File: src/rtl/spi_pkg.sv
// Shared types and helpers for the SPI master path (spi_controller <-> spi_shift_engine).
//  states_t  : shift engine FSM states
//  spi_cfg_t : per-transfer configuration latched on an accepted start
//  bit_pos   : maps the k-th transmitted/received bit to its position in the data word
package spi_pkg;

    localparam int unsigned SPI_DIV_W  = 8;
    localparam int unsigned SPI_DATA_W = 16;

    typedef enum logic [1:0] {
        IDLE  = 2'd0,
        SETUP = 2'd1,
        SHIFT = 2'd2,
        HOLD  = 2'd3
    } states_t;

    typedef struct packed {
        logic                 lsb;
        logic                 bit8;
        logic                 cpol;
        logic                 cpha;
        logic [SPI_DIV_W-1:0] div;
    } spi_cfg_t;

    // Position in the word of the k-th bit on the wire, for either bit order and word size.
    function automatic logic [3:0] bit_pos(input logic [3:0] k, input logic lsb,
                                           input logic bit8);
        if (lsb) begin
            return k;
        end else if (bit8) begin
            return 4'd7 - k;
        end else begin
            return 4'd15 - k;
        end
    endfunction

endpackage

File: src/rtl/spi_clk_div.sv
// Half-period tick generator for the SPI shift engine.
//  clk  in  system clock
//  rst  in  asynchronous reset, active-high
//  en   in  count enable; while low the counter is held at zero
//  div  in  terminal count; tick fires every (div+1) enabled cycles
//  tick out one-cycle pulse on the last count of each half-period
module spi_clk_div #(
    parameter int unsigned DIV_W = 8
) (
    input  logic             clk,
    input  logic             rst,
    input  logic             en,
    input  logic [DIV_W-1:0] div,
    output logic             tick
);

    logic [DIV_W-1:0] cnt_q;

    assign tick = en && (cnt_q == div);

    // Every state change of the engine happens on a tick, so wrapping to zero on the tick
    // also restarts the count on each state entry.
    always_ff @(posedge clk or posedge rst) begin
        if (rst) begin
            cnt_q <= '0;
        end else if (!en || tick) begin
            cnt_q <= '0;
        end else begin
            cnt_q <= cnt_q + 1'b1;
        end
    end

endmodule

File: src/rtl/spi_shift_engine.sv
// Bit-level SPI master serializer.
//  Accepts one 8/16-bit word with its config, drives sclk/mosi/cs_n with the selected
//  CPOL/CPHA/bit order, samples miso and returns the received word with a done pulse.
// Ports:
//  clk, rst                 system clock, asynchronous active-high reset
//  start, tx_data           transfer request and word (sampled when accepted, busy=0)
//  cfg_lsb/8bit/cpol/cpha   bit order, word size, sclk idle level, sampling phase
//  cfg_div                  sclk half-period = cfg_div+1 clk cycles
//  busy, done, rx_data      transfer status, end-of-transfer pulse, received word
//  sclk, mosi, miso, cs_n   SPI pads
module spi_shift_engine
    import spi_pkg::*;
#(
    parameter int unsigned DIV_W  = SPI_DIV_W,
    parameter int unsigned DATA_W = SPI_DATA_W
) (
    input  logic              clk,
    input  logic              rst,
    input  logic              start,
    input  logic [DATA_W-1:0] tx_data,
    input  logic              cfg_lsb,
    input  logic              cfg_8bit,
    input  logic              cfg_cpol,
    input  logic              cfg_cpha,
    input  logic [DIV_W-1:0]  cfg_div,
    output logic              busy,
    output logic              done,
    output logic [DATA_W-1:0] rx_data,
    output logic              sclk,
    output logic              mosi,
    input  logic              miso,
    output logic              cs_n
);

    states_t           state_q, state_d;
    spi_cfg_t          cfg_q, cfg_d;
    logic [DATA_W-1:0] tx_q, tx_d;
    logic [DATA_W-1:0] rx_sr_q, rx_sr_d;
    logic [DATA_W-1:0] rx_data_q, rx_data_d;
    logic [4:0]        edge_q, edge_d;
    logic              busy_q, busy_d;
    logic              done_q, done_d;
    logic              sclk_q, sclk_d;
    logic              mosi_q, mosi_d;
    logic              cs_n_q, cs_n_d;

    logic              tick;
    logic              last_edge;
    logic [3:0]        bit_k;

    spi_clk_div #(
        .DIV_W (DIV_W)
    ) u_clk_div (
        .clk  (clk),
        .rst  (rst),
        .en   (state_q != IDLE),
        .div  (cfg_q.div),
        .tick (tick)
    );

    // Two sclk edges per bit: edge_q[0] is 0 on the leading edge, 1 on the trailing edge.
    assign bit_k     = edge_q[4:1];
    assign last_edge = (edge_q == (cfg_q.bit8 ? 5'd15 : 5'd31));

    always_comb begin
        state_d   = state_q;
        cfg_d     = cfg_q;
        tx_d      = tx_q;
        rx_sr_d   = rx_sr_q;
        rx_data_d = rx_data_q;
        edge_d    = edge_q;
        busy_d    = busy_q;
        done_d    = 1'b0;
        sclk_d    = sclk_q;
        mosi_d    = mosi_q;
        cs_n_d    = cs_n_q;

        unique case (state_q)
            IDLE: begin
                sclk_d = cfg_cpol;
                cs_n_d = 1'b1;
                // busy stays high through the done cycle so a start there is refused.
                if (done_q) begin
                    busy_d = 1'b0;
                end
                if (start && !busy_q) begin
                    cfg_d   = '{lsb: cfg_lsb, bit8: cfg_8bit, cpol: cfg_cpol, cpha: cfg_cpha,
                                div: cfg_div};
                    tx_d    = tx_data;
                    rx_sr_d = '0;
                    edge_d  = '0;
                    busy_d  = 1'b1;
                    cs_n_d  = 1'b0;
                    state_d = SETUP;
                    // CPHA=0 needs the first bit valid before the first (sampling) edge.
                    if (!cfg_cpha) begin
                        mosi_d = tx_data[bit_pos(4'd0, cfg_lsb, cfg_8bit)];
                    end
                end
            end
            SETUP: begin
                if (tick) begin
                    state_d = SHIFT;
                end
            end
            SHIFT: begin
                if (tick) begin
                    sclk_d = ~sclk_q;
                    edge_d = edge_q + 5'd1;
                    if (edge_q[0] == cfg_q.cpha) begin
                        // Sampling edge: leading for CPHA=0, trailing for CPHA=1.
                        rx_sr_d[bit_pos(bit_k, cfg_q.lsb, cfg_q.bit8)] = miso;
                    end else if (cfg_q.cpha) begin
                        mosi_d = tx_q[bit_pos(bit_k, cfg_q.lsb, cfg_q.bit8)];
                    end else if (!last_edge) begin
                        mosi_d = tx_q[bit_pos(bit_k + 4'd1, cfg_q.lsb, cfg_q.bit8)];
                    end
                    if (last_edge) begin
                        edge_d  = '0;
                        state_d = HOLD;
                    end
                end
            end
            HOLD: begin
                if (tick) begin
                    state_d   = IDLE;
                    cs_n_d    = 1'b1;
                    done_d    = 1'b1;
                    rx_data_d = cfg_q.bit8 ? {{(DATA_W-8){1'b0}}, rx_sr_q[7:0]} : rx_sr_q;
                end
            end
            default: begin
                state_d = IDLE;
            end
        endcase
    end

    always_ff @(posedge clk or posedge rst) begin
        if (rst) begin
            state_q   <= IDLE;
            cfg_q     <= '0;
            tx_q      <= '0;
            rx_sr_q   <= '0;
            rx_data_q <= '0;
            edge_q    <= '0;
            busy_q    <= 1'b0;
            done_q    <= 1'b0;
            sclk_q    <= 1'b0;
            mosi_q    <= 1'b0;
            cs_n_q    <= 1'b1;
        end else begin
            state_q   <= state_d;
            cfg_q     <= cfg_d;
            tx_q      <= tx_d;
            rx_sr_q   <= rx_sr_d;
            rx_data_q <= rx_data_d;
            edge_q    <= edge_d;
            busy_q    <= busy_d;
            done_q    <= done_d;
            sclk_q    <= sclk_d;
            mosi_q    <= mosi_d;
            cs_n_q    <= cs_n_d;
        end
    end

    assign busy    = busy_q;
    assign done    = done_q;
    assign rx_data = rx_data_q;
    assign sclk    = sclk_q;
    assign mosi    = mosi_q;
    assign cs_n    = cs_n_q;

endmodule

File: config.mk
export PLATFORM = sky130hd
export DESIGN_NAME = spi_shift_engine
export DESIGN_NICKNAME = d
export VERILOG_FILES = /design/src/rtl/spi_pkg.sv /design/src/rtl/spi_clk_div.sv /design/src/rtl/spi_shift_engine.sv
export SDC_FILE = /design/constraint.sdc
export NUM_CORES = 1
export LEC_CHECK = 0
export CORE_UTILIZATION = 60
export DETAILED_ROUTE_END_ITERATION = 12
export MAX_ROUTING_LAYER = met4
export PLACE_DENSITY_LB_ADDON = 0.25
export SYNTH_ARGS = -nofsm -noshare
export SYNTH_HDL_FRONTEND = slang
export SYNTH_HIERARCHICAL = 1
export SYNTH_SLANG_ARGS = --single-unit
File: constraint.sdc
create_clock -name clk -period 4 [get_ports clk]
set_clock_uncertainty 0.1 [all_clocks]
set_input_delay 0.8 -clock clk [delete_from_list [all_inputs] [get_ports clk]]
set_output_delay 0.8 -clock clk [all_outputs]
set_load 0.005 [all_outputs]
==> impl_metrics.py, run 1 <==
metrics = {
    "cts": {
        "htree_levels": 3,
        "postCtsHoldBufs": 0,
        "cts_sinks": 79,
        "root_buffer": "clkbuf_8",
        "cts_buffers": 9,
        "clk_pin_slew_ns": 0.08,
        "ctsResizeCount": 0,
        "clk_path_buf_depth": 2,
        "cts_tree": "yes",
        "clock_latency_ns": 0.35,
        "cts_setup_buffers": 0,
    },
    "logic_synthesis": {
        "syn_avg_cell_area_um2": 10.68,
        "netlist-cell-type-count": 69,
        "yosysWarnings": 6,
        "synth_ff_type": "dfrtp_1",
        "synth_nets": 442,
        "syn-cell-area_mm2": 0.004305,
        "synth-async-reset-ratio_pct": 100.0,
        "ys_ff_latch": 79,
        "ys_seq_area_share_pct": 45.95,
        "synthCells": 403,
        "synth_enable_flop_cells": 0,
    },
    "die": {
        "die_h_um": 86.71,
        "io_pins": 53,
        "core_area_mm2": 0.006869,
        "rows": 30,
        "die_w_um": 86.71,
        "die_area_mm2": 0.007519,
        "start_util_pct": 62.68,
    },
    "placement": {
        "port_buffers": 52,
        "dpl_cell_area_mm2": 0.004868,
        "place_congestion": 0.9164,
        "detailed_place_hpwl_um": 6242,
    },
    "final_layout": {
        "antenna_cells": 0,
        "layout_commonest_cell": "dfrtp_1",
        "final_net_count": 492,
        "drive_gt1_share_pct": 16.81,
        "final_cell_mix": "dfrtp_1, clkdlybuf4s50_1, mux2_2",
        "final_cell_area_mm2": 0.005060,
        "synthToLayoutAreaGrowth_pct": 17.52,
        "fin_util_pct": 73.66,
    },
    "sta": {
        "slew_violations": 0,
        "max_freq_mhz": 308.5,
        "post-route-period-util_pct": 81.03,
        "setup_tns_ns": 0,
        "hold_viol_final": 0,
        "hold_ws_ns": 0.3759,
        "tightest_slew_ns": 0.8459,
        "slew_headroom_pct": 43.60,
        "setup-violations-final": 0,
        "rsz0062_at_grt": "false",
        "fin_crit_ns": 3.241,
    },
    "global_route": {
        "use_met1_pct": 32.73,
        "grt_pass1_wl_um": 14660,
        "grt_antenna_before_repair": 0,
        "grt_max_degree": 37,
        "track_usage_pct": 26.05,
        "grtUsageMet3_pct": 6.000,
        "overflow": 0,
        "busiest_layer": "met2",
        "grt_pass1_vias": 3167,
        "grt_use_met2_pct": 40.91,
    },
    "worst_setup_path": {
        "r2r_setup_slack_ns": 0.76,
        "timing.rr.end": "rx_sr_q[1]",
        "cp-endpoint": "rx_sr_q[1]",
        "r2r_cells": 9,
        "r2r-start": "u_clk_div/cnt_q[0]",
        "worst_setup_path_start_kind": "flop",
        "cp.required_ns": 4.19,
        "crit_arrival_ns": 3.43,
        "end_kind": "flop",
        "crit_type": "flop to flop",
        "worstSetupStartpoint": "u_clk_div/cnt_q[0]",
        "cp_max_fo": 20,
    },
    "route": {
        "drtAntennaViolNets": 0,
        "routedWlPerCell_um": 15.59,
        "drt-initial-drc-count": 282,
        "avgViaCountPerCell": 5.872,
        "drtPass1Iterations": 6,
        "wl_um": 8638,
        "vias": 3253,
        "drt_drc_violations_left": 0,
    },
    "pwr": {
        "p_int_mw": 2.213,
        "power_leakage_nw": 2.184,
        "p_switching_mw": 1.443,
        "switching_share_pct": 39.46,
        "powerDensity_mw_per_mm2": 722.5,
        "vdd_drop_max_uv": 421.6,
        "p_comb_share_pct": 45.0,
        "seqPwrFrac_pct": 39.0,
        "fin_total_pwr_mw": 3.656,
        "clkPwrFrac_pct": 16.0,
    },
    "run_status": {
        "status": "completed",
    },
    "job": {
        "maxCapViolCount": 0,
    },
    "hold_path": {
        "hold_path.class": "flop to flop",
    },
}
[area by class of cell]
type / count / area [µm²]
Fill cell: 508 / 1809
Inverter: 20 / 75.07
Tap cell: 96 / 120.1
Sequential cell: 79 / 1978
Clock inverter: 3 / 42.54
Multi-Input combinational cell: 286 / 2137
Timing Repair Buffer: 57 / 558.0
Clock buffer: 13 / 148.9
[cells by family (layout without fill, tap and decap cells)]
kind of cell,count (synthesis),in the layout,synth area share [%]
compound gates,124,124,19.27
xor+xnor,20,20,4.592
fa+ha+maj,7,7,2.034
buf+inv,38,93,4.417
flops,79,79,45.95
mux,42,42,10.81
simple gates,93,93,12.93
[cell usage after synthesis (3+ instances only)]
library cell / instances / area share [%]
o21a_1: 4 / 0.70
buf_6: 5 / 1.3
mux2i_1: 6 / 1.4
a22o_1: 9 / 1.8
xor2_1: 12 / 2.4
nand3b_1: 3 / 0.52
nand2_1: 25 / 2.2
a2111oi_0: 3 / 0.61
nor2_1: 10 / 0.87
or3_1: 6 / 0.87
nand2b_1: 12 / 1.7
nor2b_1: 3 / 0.44
mux2_2: 36 / 9.4
clkbuf_1: 9 / 0.78
o21ai_1: 17 / 2.0
a21boi_0: 5 / 0.87
xnor2_1: 5 / 1.0
a211oi_1: 6 / 1.0
nand3_1: 7 / 0.81
ha_1: 7 / 2.0
a21boi_1: 9 / 1.6
a21oi_1: 9 / 1.0
inv_1: 19 / 1.7
and3_1: 5 / 0.73
dfrtp_1: 78 / 45
o21ai_0: 35 / 4.1
a221oi_1: 4 / 0.81
[through the flow]
stage / worst slack [ns] / instances
2_1_floorplan: 1.305 / 403
3_3_place_gp: 0.9693 / 538
3_5_place_dp: 0.8444 / 538
4_1_cts: 0.8096 / 554
5_1_grt: 0.4741 / 554
6_report: 0.7587 / 554
[critical path: stages, from the launching register on]
cell     delay, ns
dfrtp_1       0.44
xor2_1        0.17
nor4_2        0.68
and3_1        0.34
nor2b_1       0.10
a21oi_4       0.20
nand3_2       0.34
or3_4         0.50
o21ai_1       0.15
a22o_1        0.15
[power groups by stage]
stage               sequential, mW  clock (mW)  combinational (mW)
floorplan                     1.28           0                1.33
global placement              1.42           0                1.56
detailed placement            1.44           0                1.63
CTS                           1.42       0.600                1.64
global route                  1.46       0.636                1.82
finish                        1.42       0.586                1.64
[worst min path at each step]
| stage | from | slack (ns) | to | cells past startpoint |
|---|---|---|---|---|
| 6_report | rx_data[15] | 0.38 | rx_data[15] | 2 |
| 3_3_place_gp | rx_data[15] | 0.36 | rx_data[15] | 2 |
| 4_1_cts | rx_data[15] | 0.38 | rx_data[15] | 2 |
| 2_1_floorplan | rx_sr_q[12] | 0.36 | rx_sr_q[12] | 2 |
| 3_5_place_dp | rx_data[15] | 0.37 | rx_data[15] | 2 |
| 5_1_grt | rx_data[15] | 0.41 | rx_data[15] | 2 |
[layer usage]
metal	wire [µm]	share of wire [%]
met2	4208	49
met4	124	1.4
met3	443	5.1
met1	3861	45
met5	0	0
[flip-flops by register name, indices dropped and copies added, names as in the netlist]
name and cells:
busy 1, mosi 1, rx_sr_q 16, state_q 2
cs_n 1, cfg_q 11, done 1, u_clk_div/cnt_q 8
rx_data 16, tx_q 16, edge_q 5, sclk 1
(Power assumes the default switching activity.)
==> inputs of run 2 (changes only) <==
Settings changed: CORE_UTILIZATION 60 to 56.
Clock period 4 ns to 3.1 ns, I/O delays scaled along.
==> run 2 against run 1 <==
Against the previous run: hold slack better by 0.0052 ns; non-clock buffer count grew 4; sequential power increased by 25%.
==> impl_metrics.py, run 2 (synthesis gave the netlist of run 1 again) <==
metrics = {
    "sta": {
        "slew_headroom_pct": 52.12,
        "setup_tns_ns": 0,
        "tightest_slew_ns": 0.7182,
        "post-route-period-util_pct": 85.98,
        "setup-violations-final": 0,
        "fin_crit_ns": 2.665,
        "rsz0062_at_grt": "false",
        "slew_violations": 0,
        "hold_ws_ns": 0.3811,
        "max_freq_mhz": 375.2,
        "hold_viol_final": 0,
    },
    "final_layout": {
        "final_cell_mix": "dfrtp_1, clkdlybuf4s50_1, mux2_2",
        "drive_gt1_share_pct": 18.18,
        "antenna_cells": 0,
        "layout_commonest_cell": "dfrtp_1",
        "synthToLayoutAreaGrowth_pct": 20.08,
        "final_net_count": 496,
    },
    "cts": {
        "clk_path_buf_depth": 2,
        "cts_buffers": 9,
        "root_buffer": "clkbuf_8",
        "cts_sinks": 79,
        "postCtsHoldBufs": 0,
        "htree_levels": 3,
        "clock_latency_ns": 0.35,
        "cts_setup_buffers": 0,
        "cts_tree": "yes",
        "clk_pin_slew_ns": 0.08,
        "ctsResizeCount": 0,
    },
    "route": {
        "drt_drc_violations_left": 0,
        "wl_um": 9013,
        "drtPass1Iterations": 5,
        "routedWlPerCell_um": 16.07,
        "drtAntennaViolNets": 0,
        "drt-initial-drc-count": 176,
        "avgViaCountPerCell": 5.852,
        "vias": 3283,
    },
    "worst_setup_path": {
        "crit_type": "flop to flop",
        "end_kind": "flop",
        "cp_max_fo": 7,
        "cp.required_ns": 3.22,
        "crit_arrival_ns": 2.79,
        "cp_top_family": "simple AND/OR/NAND/NOR gates",
        "cp_num_buf_inv": 0,
        "slowest_stage": "dfrtp_1",
        "cp_cell_sequence": "xor2_1 -> nor4_2 -> and3_1 -> nor2b_1 -> a21oi_4 -> nand2_1 -> a221oi_1 -> mux2i_1 -> o31ai_2",
        "cpPeakStageDelay_ns": 0.44,
        "worst_setup_path_start_kind": "flop",
    },
    "pwr": {
        "switching_share_pct": 38.19,
        "vdd_drop_max_uv": 512.5,
        "seqPwrFrac_pct": 35.7,
        "fin_total_pwr_mw": 4.981,
        "p_comb_share_pct": 45.0,
        "powerDensity_mw_per_mm2": 963.5,
        "power_leakage_nw": 2.245,
        "clkPwrFrac_pct": 19.3,
        "p_switching_mw": 1.902,
        "p_int_mw": 3.079,
    },
    "placement": {
        "port_buffers": 52,
        "detailed_place_hpwl_um": 6348,
        "place_congestion": 0.8551,
    },
    "die": {
        "rows": 31,
        "die_w_um": 89.68,
        "io_pins": 53,
        "die_h_um": 89.68,
        "start_util_pct": 58.73,
        "core_area_mm2": 0.007331,
        "die_area_mm2": 0.008043,
    },
    "global_route": {
        "track_usage_pct": 26.03,
        "grt_pass1_vias": 3243,
        "overflow": 0,
        "grt_max_degree": 46,
        "grt_antenna_before_repair": 0,
        "grt_pass1_wl_um": 15330,
    },
    "run_status": {
        "status": "completed",
    },
    "job": {
        "maxCapViolCount": 0,
    },
    "hold_path": {
        "hold_path.class": "flop to flop",
    },
}
[run 2: cell count changes in the layout (fill, tap and decap cells not counted)]
cell and change:
buf_4 +3, clkinv_4 +1, clkinvlp_4 -1, clkbuf_1 -3, buf_12 +1, clkbuf_8 +1
bufinv_16 +2
[run 2: per-layer routing]
layer | wire length, µm | vias up | GRT usage [%]
met5 | 0 | - | -
met3 | 387 | 26 | 3.931
met1 | 4004 | 1594 | 32.15
met4 | 218 | 0 | 10.39
met2 | 4402 | 96 | 43.04
li1 | - | 1567 | -
[run 2: tightest hold or removal path, delay by kind of cell, from the launching register on]
kind	cells	cell delay, ns
and+or+nand+nor	1	0.05
AOI/OAI and AO/OA	1	0.06
DFF	1	0.35
[run 2: power groups by stage]
stage	registers [mW]	logic (mW)	clock network, mW
final	1.78	2.24	0.959
after global routing	1.83	2.49	1.01
after CTS	1.77	2.24	0.971
after detailed placement	1.79	2.22	0
after global placement	1.76	2.14	0
after floorplan	1.66	1.72	0
[run 2: path summary, 6_finish.rpt]
check | startpoint | to | slack (ns) | cells past startpoint
max | u_clk_div/cnt_q[0] | mosi | 0.43 | 9
min reg2reg | rx_data[10] | rx_data[10] | 0.38 | 2
min | rx_data[10] | rx_data[10] | 0.38 | 2
max in group asynchronous | rst | cs_n | 1.65 | 3
min in group asynchronous | rst | u_clk_div/cnt_q[4] | 0.47 | 2
max reg2reg | u_clk_div/cnt_q[0] | mosi | 0.43 | 9
[run 2: layout make-up]
type                            count  area [µm²]
Inverter                           20       75.07
Sequential cell                    79        1978
Timing Repair Buffer               61       600.6
Clock buffer                       11       151.4
Fill cell                         559        2161
Tap cell                           99       123.9
Multi-Input combinational cell    286        2137
Clock inverter                      5       103.9
[run 2: stage by stage]
stage	std cells	util, %	setup WS, ns	instance area, µm²
after global routing	561	70.52	0.2846	5170
after floorplan	403	-	0.4158	4305
after detailed placement	545	67.04	0.4788	4915
after CTS	561	70.52	0.4647	5170
final	561	70.52	0.4346	5170
after global placement	545	67.04	0.5785	4915
==> inputs of run 3 (changes only) <==
--- a/config.mk
+++ b/config.mk
@@ -6,4 +6,5 @@
 export NUM_CORES = 1
 export LEC_CHECK = 0
+export CORE_MARGIN = 2
 export CORE_UTILIZATION = 56
 export DETAILED_ROUTE_END_ITERATION = 12
==> constraint.sdc (replaced) <==
create_clock -name clk -period 3.1 [get_ports clk]
set_clock_uncertainty 0.1 [all_clocks]
set_input_delay 0.62 -clock clk [delete_from_list [all_inputs] [get_ports clk]]
set_output_delay 0.62 -clock clk [all_outputs]
set_load 0.1 [all_outputs]
==> run 3 against run 2 <==
Against the previous run: first-iteration DRC count decreased by 8.0%; worst setup slack got worse by 0.0027 ns; critical path type unchanged; largest power group unchanged; cell count unchanged; routed wire length decreased by 1.2%; global-route usage decreased by 2.8 points; critical path depth unchanged; design area decreased by 2.1%; clock power decreased by 19%.
==> impl_metrics.py, run 3 (synthesis gave the netlist of run 1 again) <==
metrics = {
    "hold_path": {
        "hp-start": "rx_data[14]",
        "hold_path.class": "flop to flop",
    },
    "final_layout": {
        "synthToLayoutAreaGrowth_pct": 17.52,
        "nFillCells": 568,
        "final_net_count": 496,
        "drive_gt1_share_pct": 22.51,
        "antenna_cells": 0,
        "final_cell_mix": "dfrtp_1, mux2_2, o21ai_0",
        "layout.cells.non_filler": 561,
        "layout_commonest_cell": "dfrtp_1",
        "multi_input_area_mm2": 0.002137,
        "final_cell_area_mm2": 0.005060,
        "regArea_mm2": 0.001978,
    },
    "cts": {
        "cts_setup_buffers": 0,
        "ctsResizeCount": 0,
        "cts_buffers": 9,
        "cts_tree": "yes",
        "htree_levels": 3,
        "postCtsHoldBufs": 0,
        "clk_pin_slew_ns": 0.08,
        "clock_latency_ns": 0.36,
        "cts_sinks": 79,
        "clk_path_buf_depth": 2,
        "root_buffer": "clkbuf_8",
    },
    "worst_setup_path": {
        "r2r-start": "u_clk_div/cnt_q[5]",
        "cp_cell_sequence": "xor2_1 -> nor4_2 -> and3_1 -> nor2b_1 -> a21oi_4 -> nand3_2 -> or3_1 -> o21ai_1 -> a22o_1",
        "cp_max_fo": 13,
        "cpPeakStageDelay_ns": 0.46,
        "worstSetupStartpoint": "u_clk_div/cnt_q[5]",
        "cp.required_ns": 3.30,
        "crit_arrival_ns": 2.86,
        "worst_setup_path_start_kind": "flop",
        "crit_type": "flop to flop",
        "slowest_stage": "or3_1",
        "end_kind": "flop",
    },
    "route": {
        "wl_um": 8904,
        "vias": 3242,
        "drt-initial-drc-count": 162,
        "drtPass1Iterations": 4,
        "drt_drc_violations_left": 0,
        "avgViaCountPerCell": 5.779,
        "routedWlPerCell_um": 15.87,
        "drtAntennaViolNets": 0,
    },
    "die": {
        "io_pins": 53,
        "die_h_um": 91.68,
        "core_area_mm2": 0.007331,
        "rows": 31,
        "start_util_pct": 58.73,
        "die_area_mm2": 0.008405,
        "die_w_um": 91.68,
    },
    "job": {
        "maxCapViolCount": 0,
    },
    "global_route": {
        "overflow": 0,
        "use_met1_pct": 28.97,
        "grt_pass1_vias": 3173,
        "busiest_layer": "met2",
        "track_usage_pct": 23.26,
        "grt_antenna_before_repair": 0,
        "grt_pass1_wl_um": 14950,
        "grtUsageMet3_pct": 3.615,
        "grt_use_met2_pct": 38.11,
        "grt_max_degree": 45,
    },
    "placement": {
        "detailed_place_hpwl_um": 6526,
        "dpl_cell_area_mm2": 0.004862,
        "port_buffers": 52,
        "place_congestion": 0.8567,
        "post-place-cells": 545,
        "post-place-ws_ns": 0.4655,
    },
    "sta": {
        "slew_violations": 0,
        "tightest_slew_ns": 0.6649,
        "fin_crit_ns": 2.668,
        "slew_headroom_pct": 55.67,
        "rsz0062_at_grt": "false",
        "setup-violations-final": 0,
        "setup_tns_ns": 0,
        "max_freq_mhz": 374.8,
        "hold_viol_final": 0,
        "post-route-period-util_pct": 86.07,
        "fin_ws_ns": 0.4319,
    },
    "pwr": {
        "fin_total_pwr_mw": 5.383,
        "power_leakage_nw": 2.227,
        "vdd_drop_max_uv": 586.2,
        "powerDensity_mw_per_mm2": 1064,
    },
    "run_status": {
        "status": "completed",
    },
}
## run 3: changes by cell type in the layout (fill, tap and decap cells not counted), sizes merged
cell | before | now
clkinvlp | 0 | 1
buf | 9 | 30
inv | 20 | 21
bufinv | 3 | 1
clkdlybuf4s50 | 52 | 31
## run 3: worst max-delay path: cells and delay by family, from the launching register on
family / cells / cell delay (ns)
XOR/XNOR: 1 / 0.18
flip-flops: 1 / 0.42
AO/OA/AOI/OAI: 3 / 0.50
AND/OR/NAND/NOR: 5 / 1.39
## run 3: report_power, final
| part | internal (mW) | switching [mW] | total (mW) |
|---|---|---|---|
| Combinational | 1.06 | 1.78 | 2.84 |
| Sequential | 1.41 | 0.355 | 1.77 |
| Clock | 0.394 | 0.381 | 0.776 |
## run 3: final timing paths
kind                       slack (ns)                 end  cells after the start
max                              0.43          rx_sr_q[6]                      9
min                              0.39         rx_data[14]                      2
max reg2reg                      0.43          rx_sr_q[6]                      9
min reg2reg                      0.39         rx_data[14]                      2
max in group asynchronous        1.66          rx_data[6]                      3
min in group asynchronous        0.45  u_clk_div/cnt_q[1]                      2
## run 3: area by class of cell
type | count | area share, %
Multi-Input combinational cell | 286 | 42.24
Sequential cell | 79 | 39.10
Timing Repair Buffer | 61 | 10.83
Clock buffer | 11 | 2.794
Tap cell | 99 | 2.448
Inverter | 20 | 1.484
Clock inverter | 5 | 1.113
## run 3: per-stage QoR
| stage | hold WS, ns | util (%) |
|---|---|---|
| after floorplan | 0.3357 | - |
| after global placement | 0.3660 | 66.33 |
| after detailed placement | 0.3705 | 66.33 |
| after CTS | 0.3900 | 69.02 |
| after global routing | 0.4090 | 69.02 |
| final | 0.3852 | 69.02 |
## run 3: layer usage
metal | share of wire (%) | wire, µm
met5 | 0 | 0
met4 | 1.3 | 113
met3 | 4.4 | 392
met2 | 49 | 4392
met1 | 45 | 4006
